==> src/rtl/add4_rr_sched_pkg.sv <==
// Shared defaults, derived widths and FSM encoding for the round-robin adder scheduler.
package add4_sched_pkg;

    localparam int DEF_DW      = 8;
    localparam int DEF_N_REQ   = 4;
    localparam int DEF_ADD_LAT = 2;
    localparam int SUM_W       = DEF_DW + 2;
    localparam int IDX_W       = $clog2(DEF_N_REQ);

    typedef enum logic [1:0] {
        IDLE  = 2'd0,
        RUN   = 2'd1,
        DRAIN = 2'd2
    } sched_state_t;

    function automatic int wrap_inc(input int k, input int n);
        return (k + 1 >= n) ? 0 : k + 1;
    endfunction

endpackage

==> src/rtl/add4_rr_sched_if.sv <==
// Requester, adder and response signals of the scheduler; master is the environment side.
interface add4_rr_sched_if
    import add4_sched_pkg::*;
#(
    parameter int DW    = DEF_DW,
    parameter int N_REQ = DEF_N_REQ
);

    logic [N_REQ-1:0]      req_valid;
    logic [N_REQ*4*DW-1:0] req_data;
    logic [N_REQ-1:0]      req_ready;
    logic                  add_enable;
    logic [DW-1:0]         add_a;
    logic [DW-1:0]         add_b;
    logic [DW-1:0]         add_c;
    logic [DW-1:0]         add_d;
    logic [DW+1:0]         add_sum;
    logic [N_REQ-1:0]      rsp_valid;
    logic [DW+1:0]         rsp_sum;

    modport master (
        output req_valid, req_data, add_sum,
        input  req_ready, add_enable, add_a, add_b, add_c, add_d, rsp_valid, rsp_sum
    );

    modport slave (
        input  req_valid, req_data, add_sum,
        output req_ready, add_enable, add_a, add_b, add_c, add_d, rsp_valid, rsp_sum
    );

endinterface

==> src/rtl/add4_rr_sched_rr_arb_pick.sv <==
// Combinational round-robin picker: first set request at or above the pointer, wrapping.
module rr_arb_pick
    import add4_sched_pkg::*;
#(
    parameter int N_REQ = DEF_N_REQ,
    parameter int IW    = $clog2(N_REQ)
) (
    input  logic [N_REQ-1:0] i_req,
    input  logic [IW-1:0]    i_ptr,
    output logic [N_REQ-1:0] o_gnt,
    output logic [IW-1:0]    o_idx,
    output logic             o_any
);

    logic [IW-1:0] w_pos;

    always_comb begin
        o_gnt = '0;
        o_idx = '0;
        o_any = 1'b0;
        w_pos = i_ptr;
        for (int i = 0; i < N_REQ; i++) begin
            if (!o_any && i_req[w_pos]) begin
                o_gnt[w_pos] = 1'b1;
                o_idx        = w_pos;
                o_any        = 1'b1;
            end
            w_pos = IW'(wrap_inc(int'(w_pos), N_REQ));
        end
    end

endmodule

==> src/rtl/add4_rr_sched.sv <==
// Shares one four-operand adder among N_REQ requesters; tags ride alongside the adder
// pipeline so each returned sum is routed back as a one-hot response pulse.
module add4_rr_sched
    import add4_sched_pkg::*;
#(
    parameter int DW      = DEF_DW,
    parameter int N_REQ   = DEF_N_REQ,
    parameter int ADD_LAT = DEF_ADD_LAT
) (
    input  logic              r_clk,
    input  logic              r_rst_n,
    input  logic              i_enable,
    output logic              o_busy,
    add4_rr_sched_if.slave    sched_bus
);

    localparam int SW = DW + 2;
    localparam int IW = $clog2(N_REQ);
    // Issue register, adder input capture and ADD_LAT adder stages, then the response register.
    localparam int TAG_D = ADD_LAT + 2;

    sched_state_t        r_state;
    logic [IW-1:0]       r_ptr;
    logic                r_busy;
    logic                r_add_en;
    logic [DW-1:0]       r_add_a, r_add_b, r_add_c, r_add_d;
    logic [TAG_D-1:0]    r_tag_vld;
    logic [IW-1:0]       r_tag_idx [TAG_D];
    logic [N_REQ-1:0]    r_rsp_valid;
    logic [SW-1:0]       r_rsp_sum;

    logic [N_REQ-1:0]    w_gnt;
    logic [IW-1:0]       w_gnt_idx;
    logic                w_gnt_any;
    logic                w_grant_ok;
    logic                w_accept;
    logic                w_pipe_busy;
    logic [4*DW-1:0]     w_req_ops [N_REQ];
    logic [4*DW-1:0]     w_sel_ops;

    for (genvar k = 0; k < N_REQ; k++) begin : g_ops
        assign w_req_ops[k] = sched_bus.req_data[k*4*DW +: 4*DW];
    end

    rr_arb_pick #(
        .N_REQ (N_REQ),
        .IW    (IW)
    ) u_pick (
        .i_req (sched_bus.req_valid),
        .i_ptr (r_ptr),
        .o_gnt (w_gnt),
        .o_idx (w_gnt_idx),
        .o_any (w_gnt_any)
    );

    assign w_grant_ok          = r_rst_n && i_enable && (r_state != DRAIN);
    assign w_accept            = w_grant_ok && w_gnt_any;
    assign w_sel_ops           = w_req_ops[w_gnt_idx];
    assign w_pipe_busy         = |r_tag_vld;
    assign sched_bus.req_ready = w_grant_ok ? w_gnt : '0;

    always_ff @(posedge r_clk) begin
        if (!r_rst_n) begin
            r_state     <= IDLE;
            r_ptr       <= '0;
            r_busy      <= 1'b0;
            r_add_en    <= 1'b0;
            r_add_a     <= '0;
            r_add_b     <= '0;
            r_add_c     <= '0;
            r_add_d     <= '0;
            r_tag_vld   <= '0;
            r_rsp_valid <= '0;
            r_rsp_sum   <= '0;
        end else begin
            r_add_en  <= w_accept;
            r_tag_vld <= {r_tag_vld[TAG_D-2:0], w_accept};
            if (w_accept) begin
                r_add_a <= w_sel_ops[0*DW +: DW];
                r_add_b <= w_sel_ops[1*DW +: DW];
                r_add_c <= w_sel_ops[2*DW +: DW];
                r_add_d <= w_sel_ops[3*DW +: DW];
                r_ptr   <= IW'(wrap_inc(int'(w_gnt_idx), N_REQ));
            end
            r_rsp_valid <= r_tag_vld[TAG_D-1] ? (N_REQ'(1) << r_tag_idx[TAG_D-1]) : '0;
            if (r_tag_vld[TAG_D-1]) begin
                r_rsp_sum <= sched_bus.add_sum;
            end
            unique case (r_state)
                IDLE: begin
                    if (w_accept) begin
                        r_state <= RUN;
                        r_busy  <= 1'b1;
                    end
                end
                RUN: begin
                    if (!i_enable && w_pipe_busy) begin
                        r_state <= DRAIN;
                    end else if (!w_accept && !w_pipe_busy) begin
                        r_state <= IDLE;
                        r_busy  <= 1'b0;
                    end
                end
                DRAIN: begin
                    if (i_enable) begin
                        r_state <= RUN;
                    end else if (!w_pipe_busy) begin
                        r_state <= IDLE;
                        r_busy  <= 1'b0;
                    end
                end
                default: begin
                    r_state <= IDLE;
                    r_busy  <= 1'b0;
                end
            endcase
        end
    end

    // Tag indices are qualified by r_tag_vld, so they need no reset.
    always_ff @(posedge r_clk) begin
        r_tag_idx[0] <= w_gnt_idx;
        for (int i = 1; i < TAG_D; i++) begin
            r_tag_idx[i] <= r_tag_idx[i-1];
        end
    end

    assign sched_bus.add_enable = r_add_en;
    assign sched_bus.add_a      = r_add_a;
    assign sched_bus.add_b      = r_add_b;
    assign sched_bus.add_c      = r_add_c;
    assign sched_bus.add_d      = r_add_d;
    assign sched_bus.rsp_valid  = r_rsp_valid;
    assign sched_bus.rsp_sum    = r_rsp_sum;
    assign o_busy               = r_busy;

endmodule

==> src/flat_wrapper.sv <==
// flat-port wrapper written by rule: the top's interface ports become plain ports
module add4_rr_sched_flat import add4_sched_pkg::*;
#(
    parameter int DW      = DEF_DW,
    parameter int N_REQ   = DEF_N_REQ,
    parameter int ADD_LAT = DEF_ADD_LAT
)
  (r_clk, r_rst_n, i_enable, o_busy, sched_bus_req_valid, sched_bus_req_data, sched_bus_add_sum, sched_bus_req_ready, sched_bus_add_enable, sched_bus_add_a, sched_bus_add_b, sched_bus_add_c, sched_bus_add_d, sched_bus_rsp_valid, sched_bus_rsp_sum);
  add4_rr_sched_if #(.DW(DW), .N_REQ(N_REQ)) sched_bus_i ();
  input  logic r_clk;
  input  logic r_rst_n;
  input  logic i_enable;
  output logic o_busy;
  input wire logic [$bits(sched_bus_i.req_valid)-1:0] sched_bus_req_valid;
  input wire logic [$bits(sched_bus_i.req_data)-1:0] sched_bus_req_data;
  input wire logic [$bits(sched_bus_i.add_sum)-1:0] sched_bus_add_sum;
  output wire logic [$bits(sched_bus_i.req_ready)-1:0] sched_bus_req_ready;
  output wire logic [$bits(sched_bus_i.add_enable)-1:0] sched_bus_add_enable;
  output wire logic [$bits(sched_bus_i.add_a)-1:0] sched_bus_add_a;
  output wire logic [$bits(sched_bus_i.add_b)-1:0] sched_bus_add_b;
  output wire logic [$bits(sched_bus_i.add_c)-1:0] sched_bus_add_c;
  output wire logic [$bits(sched_bus_i.add_d)-1:0] sched_bus_add_d;
  output wire logic [$bits(sched_bus_i.rsp_valid)-1:0] sched_bus_rsp_valid;
  output wire logic [$bits(sched_bus_i.rsp_sum)-1:0] sched_bus_rsp_sum;
  assign sched_bus_i.req_valid = sched_bus_req_valid;
  assign sched_bus_i.req_data = sched_bus_req_data;
  assign sched_bus_i.add_sum = sched_bus_add_sum;
  assign sched_bus_req_ready = sched_bus_i.req_ready;
  assign sched_bus_add_enable = sched_bus_i.add_enable;
  assign sched_bus_add_a = sched_bus_i.add_a;
  assign sched_bus_add_b = sched_bus_i.add_b;
  assign sched_bus_add_c = sched_bus_i.add_c;
  assign sched_bus_add_d = sched_bus_i.add_d;
  assign sched_bus_rsp_valid = sched_bus_i.rsp_valid;
  assign sched_bus_rsp_sum = sched_bus_i.rsp_sum;
  add4_rr_sched #(.DW(DW), .N_REQ(N_REQ), .ADD_LAT(ADD_LAT)) u_core (.r_clk(r_clk), .r_rst_n(r_rst_n), .i_enable(i_enable), .o_busy(o_busy), .sched_bus(sched_bus_i));
endmodule
==> config.mk <==
export PLATFORM = sky130hd
export DESIGN_NAME = add4_rr_sched_flat
export DESIGN_NICKNAME = d
export VERILOG_FILES = /design/src/rtl/add4_rr_sched_pkg.sv /design/src/rtl/add4_rr_sched_if.sv /design/src/rtl/add4_rr_sched_rr_arb_pick.sv /design/src/rtl/add4_rr_sched.sv /design/src/flat_wrapper.sv
export SDC_FILE = /design/constraint.sdc
export NUM_CORES = 1
export LEC_CHECK = 0
export BUFFER_PORTS_ARGS = -buffer_cell sky130_fd_sc_hd__buf_2
export CAP_MARGIN = 15
export CORE_UTILIZATION = 30
export CTS_BUF_LIST = sky130_fd_sc_hd__clkbuf_8
export DETAILED_ROUTE_END_ITERATION = 8
export SLEW_MARGIN = 25
export SYNTH_ARGS = -nofsm -noshare
export SYNTH_HDL_FRONTEND = slang
export SYNTH_SLANG_ARGS = --single-unit
export TNS_END_PERCENT = 10
==> constraint.sdc <==
create_clock -name r_clk -period 8.39 [get_ports r_clk]
set_clock_uncertainty 0.2 [all_clocks]
set_input_delay 1.2585 -clock r_clk [delete_from_list [all_inputs] [get_ports r_clk]]
set_output_delay 1.2585 -clock r_clk [all_outputs]
set_load 0.01 [all_outputs]
==> metrics.yaml <==
outcome: "completed"
startpoint_type: "register"
seq_power_share_pct: 34.8
drv_slew: 0
finalWirelength_um: 11500
final_layout_size_suffix_gt1_share_pct: 40.9
nets: 712
async_reset_ff_share_pct: 0
yosys_most_used_dff: "dfxtp_1"
initial_core_util_pct: 30.7
hp-class: "register to register"
die_h_um: 113
final_cells: 712
clkTransAtPathRegs_ps: 70
fin_util_pct: 40.1
slew_headroom_pct: 39.5
grt_max_degree: 54
setup_tns_ps: 0
leakage_nw: 2.07
clkPwrFrac_pct: 23.0
swShare_pct: 39.8
postCtsSetupRepairBufs: 0
n_antenna_cell: 0
synth_fa_ha_area_share_pct: 2.38
ctsHoldBuffers: 0
hold_viol_final: 0
drc: 0
clk_latency_ps: 330
internal_power_mw: 0.687
globalplace.congestion: 0.834
htreeDepth: 3
syn2layout_area_growth_pct: 30.6
cts-resized-gates: 0
fin_crit_ps: 5100
vias: 3710
core_mm2: 0.0120
required_ps: 6930
synth_warnings: 0
r2r_setup_slack_ps: 3910
crit_slowest_cell: "ha_1"
worstPathArrival_ps: 3640
ctsLongestPathBuffers: 2
yosysTopAreaCell: "dfxtp_1"
maxCapViolations: 0
synth-xor-area-share_pct: 0.475
yosys.area_share.simple_pct: 8.29
ys_ff_latch: 63
synth_most_common_cell: "dfxtp_1"
placed_area_mm2: 0.00461
crit_path_max_incr_delay_ps: 660
cp_cell_sequence: "inv_1 > ha_1 > mux2i_2 > o21ai_1 > a2111oi_1 > nand2_1 > a311oi_1 > buf_2"
hpwl_um: 8440
worst_pin_slew_ps: 907
grt-ovfl-total: 0
synth_top_family_by_area: "compound AO/OA/AOI/OAI gates"
p_comb_share_pct: 42.2
post-route-period-util_pct: 60.7
synth_area_leaders: "dfxtp_1, mux2i_1, a2111oi_0"
synth_compound_area_share_pct: 32.3
whs_ps: 130
syn_area_per_cell_um2: 9.45
antenna_found_initial: 0
drt-wirelength-per-cell_um: 16.1
yosysSeqAreaShare_pct: 34.2
drtAntennaViolNets: 0
syn_area_mm2: 0.00368
io_pins: 197
firstDrtPassIters: 4
synthMuxAreaShare_pct: 14.0
fmax_ghz: 0.196
vias_per_cell: 5.21
synth_top_area_share_pct: 34.2
critPathMaxFanout: 16
cts_tree: "done"
dpl.cell_count: 696
grtUsageTotal_pct: 17.7
power_density_mw_per_mm2: 237
rows: 40
drt-initial-drc-count: 118
peakVddDrop_uv: 107
syn_inst: 390
cts-root-buf: "clkbuf_8"
port_buffers: 196
grt_pass1_vias: 3519
synthDistinctLibCells: 48
power_switching_mw: 0.455
crit_path_end_kind: "output pin"
netlist_top_cells_count: "dfxtp_1, mux2i_1, a21oi_1"
clock_sinks: 63
grt_pass1_wl_um: 17600
rsz0062_at_grt: "no"
syn-num-nets: 542
design_area_mm2: 0.00481
setup_viol: 0
die_area_mm2: 0.0127
synth_edf_count: 0
die_width_um: 113
critPathKind: "register to output pin"
cts_buffers: 9
==> layer usage <==
metal	global-route usage [%]	up-vias	wire (um)	share of wire, %
met2	31.5	160	5630	49
met5	0	-	0	0
met1	20.9	1686	4860	42
met3	3.96	15	789	6.9
li1	-	1849	-	-
met4	5.96	0	187	1.6
==> sequential cells by signal (all words and copies together) (netlist names), 4 cells and up <==
| register | flops |
|---|---|
| u_core.sched_bus.add_d | 8 |
| u_core.sched_bus.add_c | 8 |
| u_core.r_tag_vld | 4 |
| u_core.r_tag_idx | 8 |
| u_core.sched_bus.rsp_valid | 4 |
| u_core.sched_bus.rsp_sum | 10 |
| u_core.sched_bus.add_a | 8 |
| u_core.sched_bus.add_b | 8 |
==> power by group through the flow <==
| stage | Clock [mW] | Combinational, mW | Sequential (mW) |
|---|---|---|---|
| after global routing | 0.284 | 0.530 | 0.404 |
| after detailed placement | 0 | 0.486 | 0.404 |
| after global placement | 0 | 0.481 | 0.401 |
| final | 0.262 | 0.482 | 0.397 |
| after CTS | 0.272 | 0.487 | 0.397 |
| after floorplan | 0 | 0.360 | 0.411 |
==> critical path: cells and delay by family, from the launching register on <==
kind	cells	cell delay [ps]
simple gates	1	130
compound gates	3	1100
buf+inv	2	400
flops	1	600
mux	1	420
fa+ha+maj	1	660
==> metrics by stage <==
step / power, mW / setup WS (ps)
2_1_floorplan: 0.771 / 3940
3_3_place_gp: 0.882 / 3620
3_5_place_dp: 0.889 / 3510
4_1_cts: 1.16 / 3140
5_1_grt: 1.22 / 2970
6_report: 1.14 / 3290
==> logic make-up (layout without fill, tap and decap cells) <==
logic type | Yosys count | count (layout)
flops | 63 | 63
fa+ha+maj | 7 | 7
buf+inv | 47 | 222
compound gates | 165 | 165
simple gates | 55 | 55
mux | 51 | 51
xor+xnor | 2 | 2
==> path summary, 6_finish.rpt <==
| path | end | start | cells past startpoint |
|---|---|---|---|
| setup / recovery | sched_bus_req_ready[2] | u_core.r_ptr[0] | 8 |
| hold / removal | u_core.r_tag_idx[2][0] | u_core.r_tag_idx[1][0] | 0 |
| setup reg to reg | u_core.sched_bus.add_b[7] | u_core.r_ptr[0] | 10 |
| hold reg to reg | u_core.r_tag_idx[2][0] | u_core.r_tag_idx[1][0] | 0 |
==> cell usage in the layout, fill, tap and decap left out, types with 3 or more instances in the layout <==
cell type / count
nand2_1: 9
a21oi_1: 43
and2_1: 4
a311oi_1: 3
mux2i_1: 48
a2111oi_0: 29
inv_1: 4
nor2_1: 7
buf_4: 4
a21boi_0: 33
ha_1: 7
nand3_1: 4
clkbuf_8: 9
clkinv_4: 3
a211oi_1: 29
nand2b_1: 3
nor2b_1: 11
a211oi_2: 3
o21ai_0: 9
a2111oi_2: 3
buf_2: 196
nor3_1: 4
dfxtp_1: 63
==> layout make-up <==
| class | instances | area [um^2] |
|---|---|---|
| Multi-Input combinational cell | 280 | 2130 |
| Clock inverter | 7 | 73.8 |
| Timing Repair Buffer | 200 | 1010 |
| Sequential cell | 63 | 1260 |
| Clock buffer | 9 | 124 |
| Fill cell | 1227 | 7200 |
| Tap cell | 147 | 184 |
| Inverter | 6 | 27.5 |
No activity file was read; power rests on OpenSTA's default activity.
